<file path="src/rtl/game_state_controller.sv">
`default_nettype none
// ============================================================================
//  Module   : game_state_controller
//  Purpose  : Frogger game sequencer - lives, respawn window, score/win and
//             frog facing direction.
//  Revision : 1.0 - initial release
// ============================================================================
module game_state_controller #(
   parameter int NUM_LIVES      = 3,
   parameter int NUM_SWITCHES   = 4,
   parameter int RESPAWN_CYCLES = 25000000,
   parameter int SCORE_WIDTH    = 4,
   parameter int MAX_SCORE      = 9
) (
   input  logic                    i_Clk,
   input  logic                    i_Rst_L,
   input  logic [NUM_SWITCHES-1:0] i_Switch,
   input  logic                    i_Has_Collided,
   input  logic                    i_Level_Up,
   output logic [2:0]              o_State,
   output logic                    o_Game_Active,
   output logic [NUM_LIVES-1:0]    o_Lives,
   output logic [SCORE_WIDTH-1:0]  o_Score,
   output logic                    o_Respawn,
   output logic [1:0]              o_Frog_Direction,
   output logic                    o_Game_Over,
   output logic                    o_Win
);

   typedef enum logic [2:0] {
      ST_IDLE      = 3'd0,
      ST_RUNNING   = 3'd1,
      ST_RESPAWN   = 3'd2,
      ST_GAME_OVER = 3'd3,
      ST_WIN       = 3'd4
   } state_t;

   localparam int                      c_TIMER_W      = $clog2(RESPAWN_CYCLES + 1);
   localparam logic [c_TIMER_W-1:0]    c_TIMER_LOAD   = c_TIMER_W'(RESPAWN_CYCLES - 1);
   localparam logic [c_TIMER_W-1:0]    c_TIMER_ZERO   = '0;
   localparam logic [c_TIMER_W-1:0]    c_TIMER_ONE    = c_TIMER_W'(1);
   localparam logic [NUM_LIVES-1:0]    c_LIVES_FULL   = '1;
   localparam logic [NUM_LIVES-1:0]    c_LIVES_LAST   = NUM_LIVES'(1);
   localparam logic [SCORE_WIDTH-1:0]  c_SCORE_ZERO   = '0;
   localparam logic [SCORE_WIDTH-1:0]  c_SCORE_ONE    = SCORE_WIDTH'(1);
   localparam logic [SCORE_WIDTH-1:0]  c_SCORE_WIN_M1 = SCORE_WIDTH'(MAX_SCORE - 1);

   localparam logic [1:0] c_DIR_UP    = 2'd0;
   localparam logic [1:0] c_DIR_LEFT  = 2'd1;
   localparam logic [1:0] c_DIR_RIGHT = 2'd2;
   localparam logic [1:0] c_DIR_DOWN  = 2'd3;

   // Registered state
   state_t                  r_state;
   logic [NUM_LIVES-1:0]    r_lives;
   logic [SCORE_WIDTH-1:0]  r_score;
   logic [c_TIMER_W-1:0]    r_timer;
   logic                    r_col_prev;
   logic                    r_respawn;
   logic [1:0]              r_dir;

   // Next-state values
   state_t                  w_state_next;
   logic [NUM_LIVES-1:0]    w_lives_next;
   logic [SCORE_WIDTH-1:0]  w_score_next;
   logic [c_TIMER_W-1:0]    w_timer_next;
   logic                    w_respawn_next;
   logic [1:0]              w_dir_next;

   logic                    w_all;
   logic                    w_none;
   logic                    w_col_edge;

   assign w_all      = &i_Switch[3:0];
   assign w_none     = ~|i_Switch[3:0];
   // A held collision level only produces one edge, so it costs one life.
   assign w_col_edge = i_Has_Collided & ~r_col_prev;

   // ------------------------------------------------------------------------
   // State register
   // ------------------------------------------------------------------------
   always_ff @(posedge i_Clk or negedge i_Rst_L) begin
      if (!i_Rst_L) begin
         r_state    <= ST_IDLE;
         r_lives    <= c_LIVES_FULL;
         r_score    <= c_SCORE_ZERO;
         r_timer    <= c_TIMER_ZERO;
         r_col_prev <= 1'b0;
         r_respawn  <= 1'b0;
         r_dir      <= c_DIR_UP;
      end else begin
         r_state    <= w_state_next;
         r_lives    <= w_lives_next;
         r_score    <= w_score_next;
         r_timer    <= w_timer_next;
         r_col_prev <= i_Has_Collided;
         r_respawn  <= w_respawn_next;
         r_dir      <= w_dir_next;
      end
   end

   // ------------------------------------------------------------------------
   // Next-state and datapath decode
   // ------------------------------------------------------------------------
   always_comb begin
      w_state_next   = r_state;
      w_lives_next   = r_lives;
      w_score_next   = r_score;
      w_timer_next   = r_timer;
      w_respawn_next = 1'b0;

      case (r_state)
         ST_IDLE: begin
            if (w_all) begin
               w_state_next = ST_RUNNING;
               w_lives_next = c_LIVES_FULL;
               w_score_next = c_SCORE_ZERO;
            end
         end

         ST_RUNNING: begin
            if (w_col_edge) begin
               if (r_lives == c_LIVES_LAST) begin
                  w_state_next = ST_GAME_OVER;
                  w_lives_next = '0;
               end else begin
                  w_state_next   = ST_RESPAWN;
                  w_lives_next   = r_lives >> 1;
                  w_timer_next   = c_TIMER_LOAD;
                  w_respawn_next = 1'b1;
               end
            end else if (i_Level_Up) begin
               w_score_next = r_score + c_SCORE_ONE;
               if (r_score == c_SCORE_WIN_M1) begin
                  w_state_next = ST_WIN;
               end
            end
         end

         // Invulnerable: collisions and level-ups are not looked at here.
         ST_RESPAWN: begin
            if (r_timer == c_TIMER_ZERO) begin
               w_state_next = ST_RUNNING;
            end else begin
               w_timer_next = r_timer - c_TIMER_ONE;
            end
         end

         ST_GAME_OVER, ST_WIN: begin
            if (w_none) begin
               w_state_next = ST_IDLE;
            end
         end

         default: begin
            w_state_next = ST_IDLE;
         end
      endcase
   end

   // ------------------------------------------------------------------------
   // Frog direction: up > left > right > down, cleared on a hit when idle-handed
   // ------------------------------------------------------------------------
   always_comb begin
      w_dir_next = r_dir;
      if (i_Switch[0]) begin
         w_dir_next = c_DIR_UP;
      end else if (i_Switch[1]) begin
         w_dir_next = c_DIR_LEFT;
      end else if (i_Switch[2]) begin
         w_dir_next = c_DIR_RIGHT;
      end else if (i_Switch[3]) begin
         w_dir_next = c_DIR_DOWN;
      end else if (w_col_edge || r_respawn) begin
         w_dir_next = c_DIR_UP;
      end
   end

   // ------------------------------------------------------------------------
   // Outputs
   // ------------------------------------------------------------------------
   assign o_State          = r_state;
   assign o_Lives          = r_lives;
   assign o_Score          = r_score;
   assign o_Respawn        = r_respawn;
   assign o_Frog_Direction = r_dir;
   assign o_Game_Active    = (r_state == ST_RUNNING);
   assign o_Game_Over      = (r_state == ST_GAME_OVER);
   assign o_Win            = (r_state == ST_WIN);

endmodule
`default_nettype wire

</file>
<file path="config.mk">
export PLATFORM = sky130hd
export DESIGN_NAME = game_state_controller
export DESIGN_NICKNAME = d
export VERILOG_FILES = /design/src/rtl/game_state_controller.sv
export SDC_FILE = /design/constraint.sdc
export NUM_CORES = 1
export LEC_CHECK = 0
export ABC_AREA = 0
export CORE_MARGIN = 8
export CORE_UTILIZATION = 38
export DETAILED_ROUTE_END_ITERATION = 10
export SLEW_MARGIN = 20
export SYNTH_ARGS = -nofsm -noshare
export SYNTH_HDL_FRONTEND = slang
export SYNTH_SLANG_ARGS = --single-unit
export TNS_END_PERCENT = 10
</file>
<file path="constraint.sdc">
create_clock -name i_Clk -period 4.05 [get_ports i_Clk]
set_clock_uncertainty 0.1 [all_clocks]
set_input_delay 1.0125 -clock i_Clk [delete_from_list [all_inputs] [get_ports i_Clk]]
set_output_delay 1.0125 -clock i_Clk [all_outputs]
set_load 0.02 [all_outputs]
</file>
==> results of run 1 <==
-- where the power goes --
part           internal (mW)  total, mW  switching [mW]  leakage, nW
clock network          0.199      0.339           0.140       0.0612
registers              0.508      0.649           0.142        0.437
logic                  0.248      0.514           0.266        0.434
total                  0.955       1.50           0.548        0.933
-- worst max path at each step --
stage                               from  slack [ps]       endpoint
after global routing          o_State[0]         900  o_Game_Active
final                         o_State[0]        1060  o_Game_Active
after detailed placement  i_Has_Collided         960     r_timer[5]
after global placement    i_Has_Collided        1060    r_timer[19]
after floorplan               o_State[1]        1520    r_timer[17]
after CTS                     o_State[0]        1050  o_Game_Active
-- placed cells by master, fill, tap and decap left out, types with 4 or more instances in the layout --
cell | synthesis | routed
xnor2_1 | 9 | 9
clkdlybuf4s50_1 | 0 | 22
a2111oi_0 | 4 | 4
ha_1 | 4 | 4
dfrtp_1 | 36 | 36
inv_1 | 7 | 7
nor2_1 | 16 | 16
o21ai_0 | 4 | 4
or3_1 | 7 | 7
nand3_1 | 7 | 7
clkbuf_8 | 0 | 6
nor3_1 | 16 | 16
nor3b_1 | 4 | 4
nand2_1 | 32 | 32
or4_1 | 4 | 4
mux2i_1 | 7 | 7
a21oi_1 | 4 | 4
nor4_2 | 5 | 5
-- worst register-to-register path, stage by stage (launching register included) --
cell	delay, ps
dfrtp_1	430
or4_1	600
and4bb_1	530
a311o_2	330
nor3_1	70
or3b_1	340
-- cells by family (layout without fill, tap and decap cells) --
kind of cell	count (synthesis)	in the layout	share of synthesized area
buffers and inverters	18	38	0.03723
adders and majority gates	4	4	0.02327
AOI/OAI and AO/OA	32	32	0.1123
and+or+nand+nor	112	112	0.2903
xor gates and xnor gates	12	12	0.04887
DFF	39	39	0.4555
muxes	7	7	0.03258
-- stage by stage --
step / cells / hold WS, ps / area (sq um) / total power [mW]
after floorplan: 224 / 365.4 / 2151 / 0.9626
after global placement: 308 / 371.2 / 2412 / 1.168
after detailed placement: 308 / 370.7 / 2412 / 1.175
after CTS: 316 / 383.5 / 2530 / 1.518
after global routing: 316 / 404.5 / 2530 / 1.611
final: 316 / 380.4 / 2530 / 1.502
-- state kept, by name (all words and copies together) (netlist names) --
name,flops
o_Score,4
o_Lives,3
r_col_prev,1
r_timer,25
o_Respawn,1
o_State,3
o_Frog_Direction,2
-- cell usage after synthesis (all sizes together) (4+ instances only) --
master,instances
a21oi,4
nand3,7
buf,5
inv,7
nor2,16
nor4,6
o21ai,4
ha,4
xnor2,9
dfrtp,36
or4,5
clkbuf,6
mux2i,7
nor3b,4
or3,7
a2111oi,4
nor3,16
nand2,32
-- layer usage --
| metal | track usage | share of wire | vias up |
|---|---|---|---|
| met3 | 0.02716 | 0.032 | 5 |
| li1 | - | - | 856 |
| met5 | 0 | 0 | - |
| met1 | 0.1589 | 0.51 | 812 |
| met4 | 0.04502 | 0.016 | 0 |
| met2 | 0.1741 | 0.44 | 21 |
-- cell type report --
cell class / instances / area, sq um / share of cell area
clock inverters: 2 / 35.03 / 0.01385
repair buffers: 23 / 225.2 / 0.08902
flip-flops and latches: 39 / 979.7 / 0.3872
well taps: 72 / 90.09 / 0.03561
clock buffers: 6 / 82.58 / 0.03264
inverters: 7 / 26.28 / 0.01039
multi-input cells: 167 / 1091 / 0.4313
==> impl_metrics.ini, run 1 <==
[outcome]
status = finished, final reports clean

[timing]
rsz0062_at_grt = false
finalCritPeriodShare = 0.7373
finalCriticalPeriod_ps = 2986
maxSlewHeadroom = 0.4201
setup_ws_ps = 1064
final_hold_viol_count = 0
maxSlewViolCount = 0
worst_slew_pin_slew_ps = 869.9
fmax_ghz = 0.3349
setup_viol = 0
setup_tns_ps = 0

[grt]
grt_use_total = 0.1166
grt_first_pass_wirelength_um = 8052
grt_pass1_vias = 1619
grt_max_degree = 40
antenna_found_initial = 0
overflow = 0

[die]
dieWidth_um = 91.24
core.rowCount = 27
dieArea_sq_mm = 0.008324
die_h_um = 91.24
initial_core_util = 0.3930
boundaryPins = 24
coreArea_sq_mm = 0.005473

[clock_network]
clock-root-buffer = clkbuf_8
clock_sinks = 39
htreeDepth = 2
cts_tree = done
clk_latency_ps = 290
cts_setup_buffers = 0
numCtsBuffers = 5
cts_hold_buf = 0
cts_resized = 0
clkTransAtPathRegs_ps = 70
clockBufferDepth = 2

[power_and_ir_drop]
vdd_drop_max_mv = 0.4269
powerDensity_mw_per_mm2 = 593.8
p_leak_nw = 0.9327

[routing]
routed_wl_um = 4547
first_pass_iters = 4
wl_per_cell_um = 14.39
first_iter_violations = 64
vias_per_cell = 5.361
ant_nets = 0
vias = 1694
drc = 0

[critical_path]
critPathMaxFanout = 14
critPathSlowestCell = clkdlybuf4s50_1
required_ps = 2940
path_cells = nor3b_1 > clkdlybuf4s50_1
ff2ff_path_depth = 5
cp.arrival_ps = 1870
path_class = reg2out
regToRegStartpoint = r_timer[21]
path_depth = 2
end_kind = output pin
cp_top_family = buffers and inverters
start_kind = register
r2r-end = r_timer[19]
reg2reg_slack_ps = 1540
critPathMaxStageDelay_ps = 670
worstPathBufferInverterCount = 1

[placed_design]
dp.final_hpwl_um = 3238
io_buffer_count = 23
place_congestion = 0.7666
dp_slack_ps = 959.7

[min_path]
worstHoldPathType = reg2reg
min_delay_path_depth = 2
hold_end = o_Lives[0]
holdCritStartpoint = o_Lives[1]

[logic_synthesis]
ys.flop_type = dfrtp_1
avgSynthCellArea_sq_um = 9.602
syn_inst = 224
synth_cell_type_count = 47
ys_seq_elements = 39
syn_area_sq_mm = 0.002151
synth_fp_nets = 236
synth_edf_count = 0
async_flop_share = 1.000
synth_top_area_cell = dfrtp_1
yosysWarningCount = 0
yosys-top-cells-area = dfrtp_1 (42%), nand2_1 (5.6%), nor3_1 (3.7%)
yosysSeqAreaShare = 0.4555
synth_top_area_frac = 0.4188

[finish]
layout.nets = 255
fin_util = 0.4623
fill_cells = 540
drive_gt1_frac = 0.08607
insertedDiodeCount = 0
syn2layout_area_growth_pct = 17.63

[flow_run]
maxCapViolations = 0
No activity file was read; power rests on OpenSTA's default activity.
==> run 2, diff against run 1 <==
Clock period 4.05 ns to 2.51 ns, I/O delays scaled along.
==> run 2 against run 1 <==
  * Setup slack got worse by 960 ps
  * Non-clock buffer count rose by 14
  * Global-route usage grew 0.97 points
  * Cell count is 4.4% higher
  * Flip-flop and latch count unchanged
  * Register-to-register slack worse by 1400 ps
  * Critical endpoint unchanged
  * Largest power group unchanged
==> impl_metrics.ini, run 2 (same netlist as run 1, synthesis figures left out) <==
[critical_path]
worstPathBufferInverterCount = 1
critPathSlowestCell = clkdlybuf4s50_1
cp_top_family = buffers and inverters
critPathMaxStageDelay_ps = 640
reg2reg_slack_ps = 110
path_class = reg2out
critPathMaxFanout = 12
cp.arrival_ps = 1670
required_ps = 1780
path_cells = nor3b_2 > clkdlybuf4s50_1
end_kind = output pin
start_kind = register

[grt]
grt_max_degree = 40
grt_use_total = 0.1264
grt_first_pass_wirelength_um = 8590
overflow = 0
antenna_found_initial = 0
grt_pass1_vias = 1772

[timing]
setup_tns_ps = 0
rsz0062_at_grt = false
setup_viol = 0
finalCriticalPeriod_ps = 2401
fmax_ghz = 0.4164
setup_ws_ps = 108.7
worst_slew_pin_slew_ps = 516.9
final_hold_viol_count = 0
finalCritPeriodShare = 0.9567
maxSlewHeadroom = 0.6465
maxSlewViolCount = 0

[routing]
vias_per_cell = 5.309
ant_nets = 0
drc = 0
wl_per_cell_um = 14.64
vias = 1752
first_iter_violations = 91
first_pass_iters = 4
routed_wl_um = 4830

[placed_design]
io_buffer_count = 23
dp_slack_ps = 4.243
place_congestion = 0.7757
dp.final_hpwl_um = 3547
dpl.cell_count = 322
place_area_sq_mm = 0.002522

[clock_network]
cts_tree = done
cts_hold_buf = 0
numCtsBuffers = 5
clock_sinks = 39
clock-root-buffer = clkbuf_8
clkTransAtPathRegs_ps = 70
htreeDepth = 2
clockBufferDepth = 2
clk_latency_ps = 300

[die]
dieWidth_um = 91.24
coreArea_sq_mm = 0.005473
core.rowCount = 27
die_h_um = 91.24
initial_core_util = 0.3930
dieArea_sq_mm = 0.008324
boundaryPins = 24

[power_and_ir_drop]
vdd_drop_max_mv = 0.4723
powerDensity_mw_per_mm2 = 884.6
p_leak_nw = 1.014

[finish]
largest_register_ffs = 25
ff_latch_area_sq_um = 983.4
layout.nets = 269
final_common_cell = dfrtp_1
final_cell_mix = dfrtp_1 (33), nand2_1 (32), clkdlybuf4s50_1 (20)
final_cell_area_sq_mm = 0.002614
syn2layout_area_growth_pct = 21.52
insertedDiodeCount = 0
regMostFlops = r_timer
fill_cells = 551
fin_cells = 330
drive_gt1_frac = 0.1434
multi_input_area_sq_mm = 0.001097

[min_path]
worstHoldPathType = in2async

[flow_run]
maxCapViolations = 0

[outcome]
status = finished, final reports clean
[run 2: metrics by stage]
step | utilization | hold WS [ps] | total power, mW
2_1_floorplan | - | 231.9 | 1.558
3_3_place_gp | 0.4609 | 367.9 | 1.904
3_5_place_dp | 0.4609 | 373.8 | 1.923
4_1_cts | 0.4765 | 294.7 | 2.347
5_1_grt | 0.4776 | 323.3 | 2.501
6_report | 0.4776 | 278.2 | 2.312
[run 2: timing repair]
action	4_1_cts	5_1_grt
resized for setup	3	3
setup endpoints to repair	3	3
pin swaps	0	0
setup buffers	0	0
gates cloned	0	0
[run 2: cell type report]
cell class / count / area share
clock buffer: 7 / 0.02920
sequential: 39 / 0.3763
tap: 72 / 0.03447
timing repair buffer: 37 / 0.1283
multi-input combinational: 167 / 0.4198
inverter: 7 / 0.01005
clock inverter: 1 / 0.001915
[run 2: where the power goes]
part | switching, mW | internal, mW | total, mW
combinational | 0.432 | 0.414 | 0.846
clock | 0.215 | 0.195 | 0.410
sequential | 0.232 | 0.824 | 1.06
[run 2: worst reg2reg max path: stages (launching register included)]
cell and delay, ps:
dfrtp_1 420, or4_1 630, and4bb_1 420, a311o_2 300, nor3_1 70, or3b_1 340
[run 2: final timing paths]
| path | startpoint | to | cells after the start |
|---|---|---|---|
| setup / recovery | o_State[1] | o_Game_Active | 2 |
| hold / removal | i_Rst_L | o_Score[1] | 2 |
| setup reg to reg | r_timer[22] | r_timer[19] | 5 |
| hold reg to reg | o_Lives[1] | o_Lives[0] | 2 |
| max in group asynchronous | i_Rst_L | o_State[2] | 2 |
| min in group i_Clk | o_Lives[1] | o_Lives[0] | 2 |
[run 2: metal layers]
layer | track usage | part of all wire
met2 | 0.1917 | 0.44
met3 | 0.03292 | 0.026
met1 | 0.1659 | 0.52
met4 | 0.05321 | 0.018
met5 | 0 | 0
==> run 3, diff against run 2 <==
Settings changed: CAP_MARGIN from default to 20, PLACE_DENSITY_LB_ADDON from default to 0.2.
==> run 3 against run 2 <==
  * Largest power group unchanged
  * Utilization grew 0.32 points
  * Die area is the same
  * Flip-flop and latch count is the same
  * First-iteration DRC count shrank 38%
  * Largest cell class unchanged
  * Final area grew 0.67%
  * Wire length shrank 0.19%
  * Maximum frequency grew 2.8%
  * Critical endpoint is now r_timer[19]
==> impl_metrics.ini, run 3 (same netlist as run 1, synthesis figures left out) <==
[outcome]
status = finished, final reports clean

[grt]
overflow = 0
antenna_found_initial = 0
grt_use_total = 0.1232
grt_pass1_vias = 1781
grt_max_degree = 40
grt_first_pass_wirelength_um = 8473

[critical_path]
worstPathBufferInverterCount = 0
required_ps = 2570
critPathSlowestCell = or4_1
cp_top_family = simple AND/OR/NAND/NOR gates
start_kind = register
cp.arrival_ps = 2400
path_class = reg2reg
critPathMaxStageDelay_ps = 560
path_cells = or4_1 > and4bb_1 > a311o_2 > nor3_1 > or3b_1
reg2reg_slack_ps = 170
critPathMaxFanout = 7
end_kind = register

[clock_network]
clockBufferDepth = 2
clk_latency_ps = 290
cts_hold_buf = 0
htreeDepth = 2
clock_sinks = 39
clock-root-buffer = clkbuf_8
clkTransAtPathRegs_ps = 70
numCtsBuffers = 5
cts_tree = done

[die]
core.rowCount = 27
boundaryPins = 24
die_h_um = 91.24
coreArea_sq_mm = 0.005473
dieWidth_um = 91.24
initial_core_util = 0.3930
dieArea_sq_mm = 0.008324

[timing]
maxSlewViolCount = 0
setup_ws_ps = 174.2
finalCriticalPeriod_ps = 2336
setup_viol = 0
fmax_ghz = 0.4281
finalCritPeriodShare = 0.9306
worst_slew_pin_slew_ps = 519.5
rsz0062_at_grt = false
holdWs_ps = 280.8
final_hold_viol_count = 0
maxSlewHeadroom = 0.6447
setup_tns_ps = 0

[finish]
syn2layout_area_growth_pct = 22.34
regMostFlops = r_timer
final_cell_area_sq_mm = 0.002631
fill_cells = 543
final_cell_mix = dfrtp_1 (33), nand2_1 (32), clkdlybuf4s50_1 (19)
final_common_cell = dfrtp_1
insertedDiodeCount = 0
layout.nets = 270
drive_gt1_frac = 0.1467
fin_cells = 331
fin_util = 0.4808
largest_register_ffs = 25

[routing]
vias = 1762
wl_per_cell_um = 14.56
routed_wl_um = 4821
ant_nets = 0
first_pass_iters = 4
vias_per_cell = 5.323
drc = 0
first_iter_violations = 56

[power_and_ir_drop]
power.switching_mw = 0.8860
pwr-share-seq = 0.445
vdd_drop_max_mv = 0.3631
power_frac_clock = 0.173
p_int_mw = 1.463
p_leak_nw = 1.024
swShare = 0.3772
report.power.total_mw = 2.349
powerDensity_mw_per_mm2 = 892.6
combPwrFrac = 0.383

[placed_design]
io_buffer_count = 23
dp_slack_ps = 14.72
dp.final_hpwl_um = 3565
dpl.cell_count = 321
place_congestion = 0.7924
place_area_sq_mm = 0.002515

[flow_run]
maxCapViolations = 0

[min_path]
worstHoldPathType = in2async
==> run 3: changes by cell type in the layout (fill, tap and decap cells not counted), sizes merged <==
cell and change:
dlygate4sd2 +1, buf +1, clkdlybuf4s50 -1
==> run 3: final timing paths <==
check | from | to | cells past startpoint
hold / removal | i_Rst_L | o_Score[1] | 2
hold reg to reg | o_Lives[1] | o_Lives[0] | 2
max in group asynchronous | i_Rst_L | o_State[2] | 2
setup reg to reg | r_timer[22] | r_timer[19] | 5
min in group i_Clk | o_Lives[1] | o_Lives[0] | 2
setup / recovery | r_timer[22] | r_timer[19] | 5
==> run 3: metal layers <==
metal / vias to the layer above / global-route usage / routed length [um]
li1: 894 / - / -
met1: 841 / 0.1630 / 2435
met2: 20 / 0.1898 / 2169
met3: 7 / 0.03045 / 153
met4: 0 / 0.04502 / 62
met5: - / 0 / 0
==> run 3: what timing repair did <==
item | in CTS | in global routing
resized for setup | 4 | 2
pin swaps | 0 | 0
setup endpoints to repair | 3 | 1
buffers inserted | 0 | 2
==> run 3: worst register-to-register path: cells and delay by family (launching register included) <==
kind	cells	cell delay, ps
DFF	1	410
and+or+nand+nor	4	1410
AOI/OAI and AO/OA	1	300
==> run 3: power by group through the flow <==
| stage | clock network [mW] | logic (mW) | registers [mW] |
|---|---|---|---|
| final | 0.405 | 0.899 | 1.04 |
| after global placement | 0 | 0.848 | 1.06 |
| after global routing | 0.448 | 0.996 | 1.08 |
| after detailed placement | 0 | 0.865 | 1.06 |
| after CTS | 0.423 | 0.864 | 1.06 |
| after floorplan | 0 | 0.485 | 1.07 |
==> run 3: layout make-up <==
type / count / area, sq um / area share
clock buffers: 7 / 76.32 / 0.02901
clock inverters: 1 / 5.005 / 0.001902
inverters: 7 / 26.28 / 0.009986
multi-input cells: 167 / 1096 / 0.4165
flip-flops and latches: 39 / 983.4 / 0.3738
well taps: 72 / 90.09 / 0.03424
repair buffers: 38 / 354.1 / 0.1346
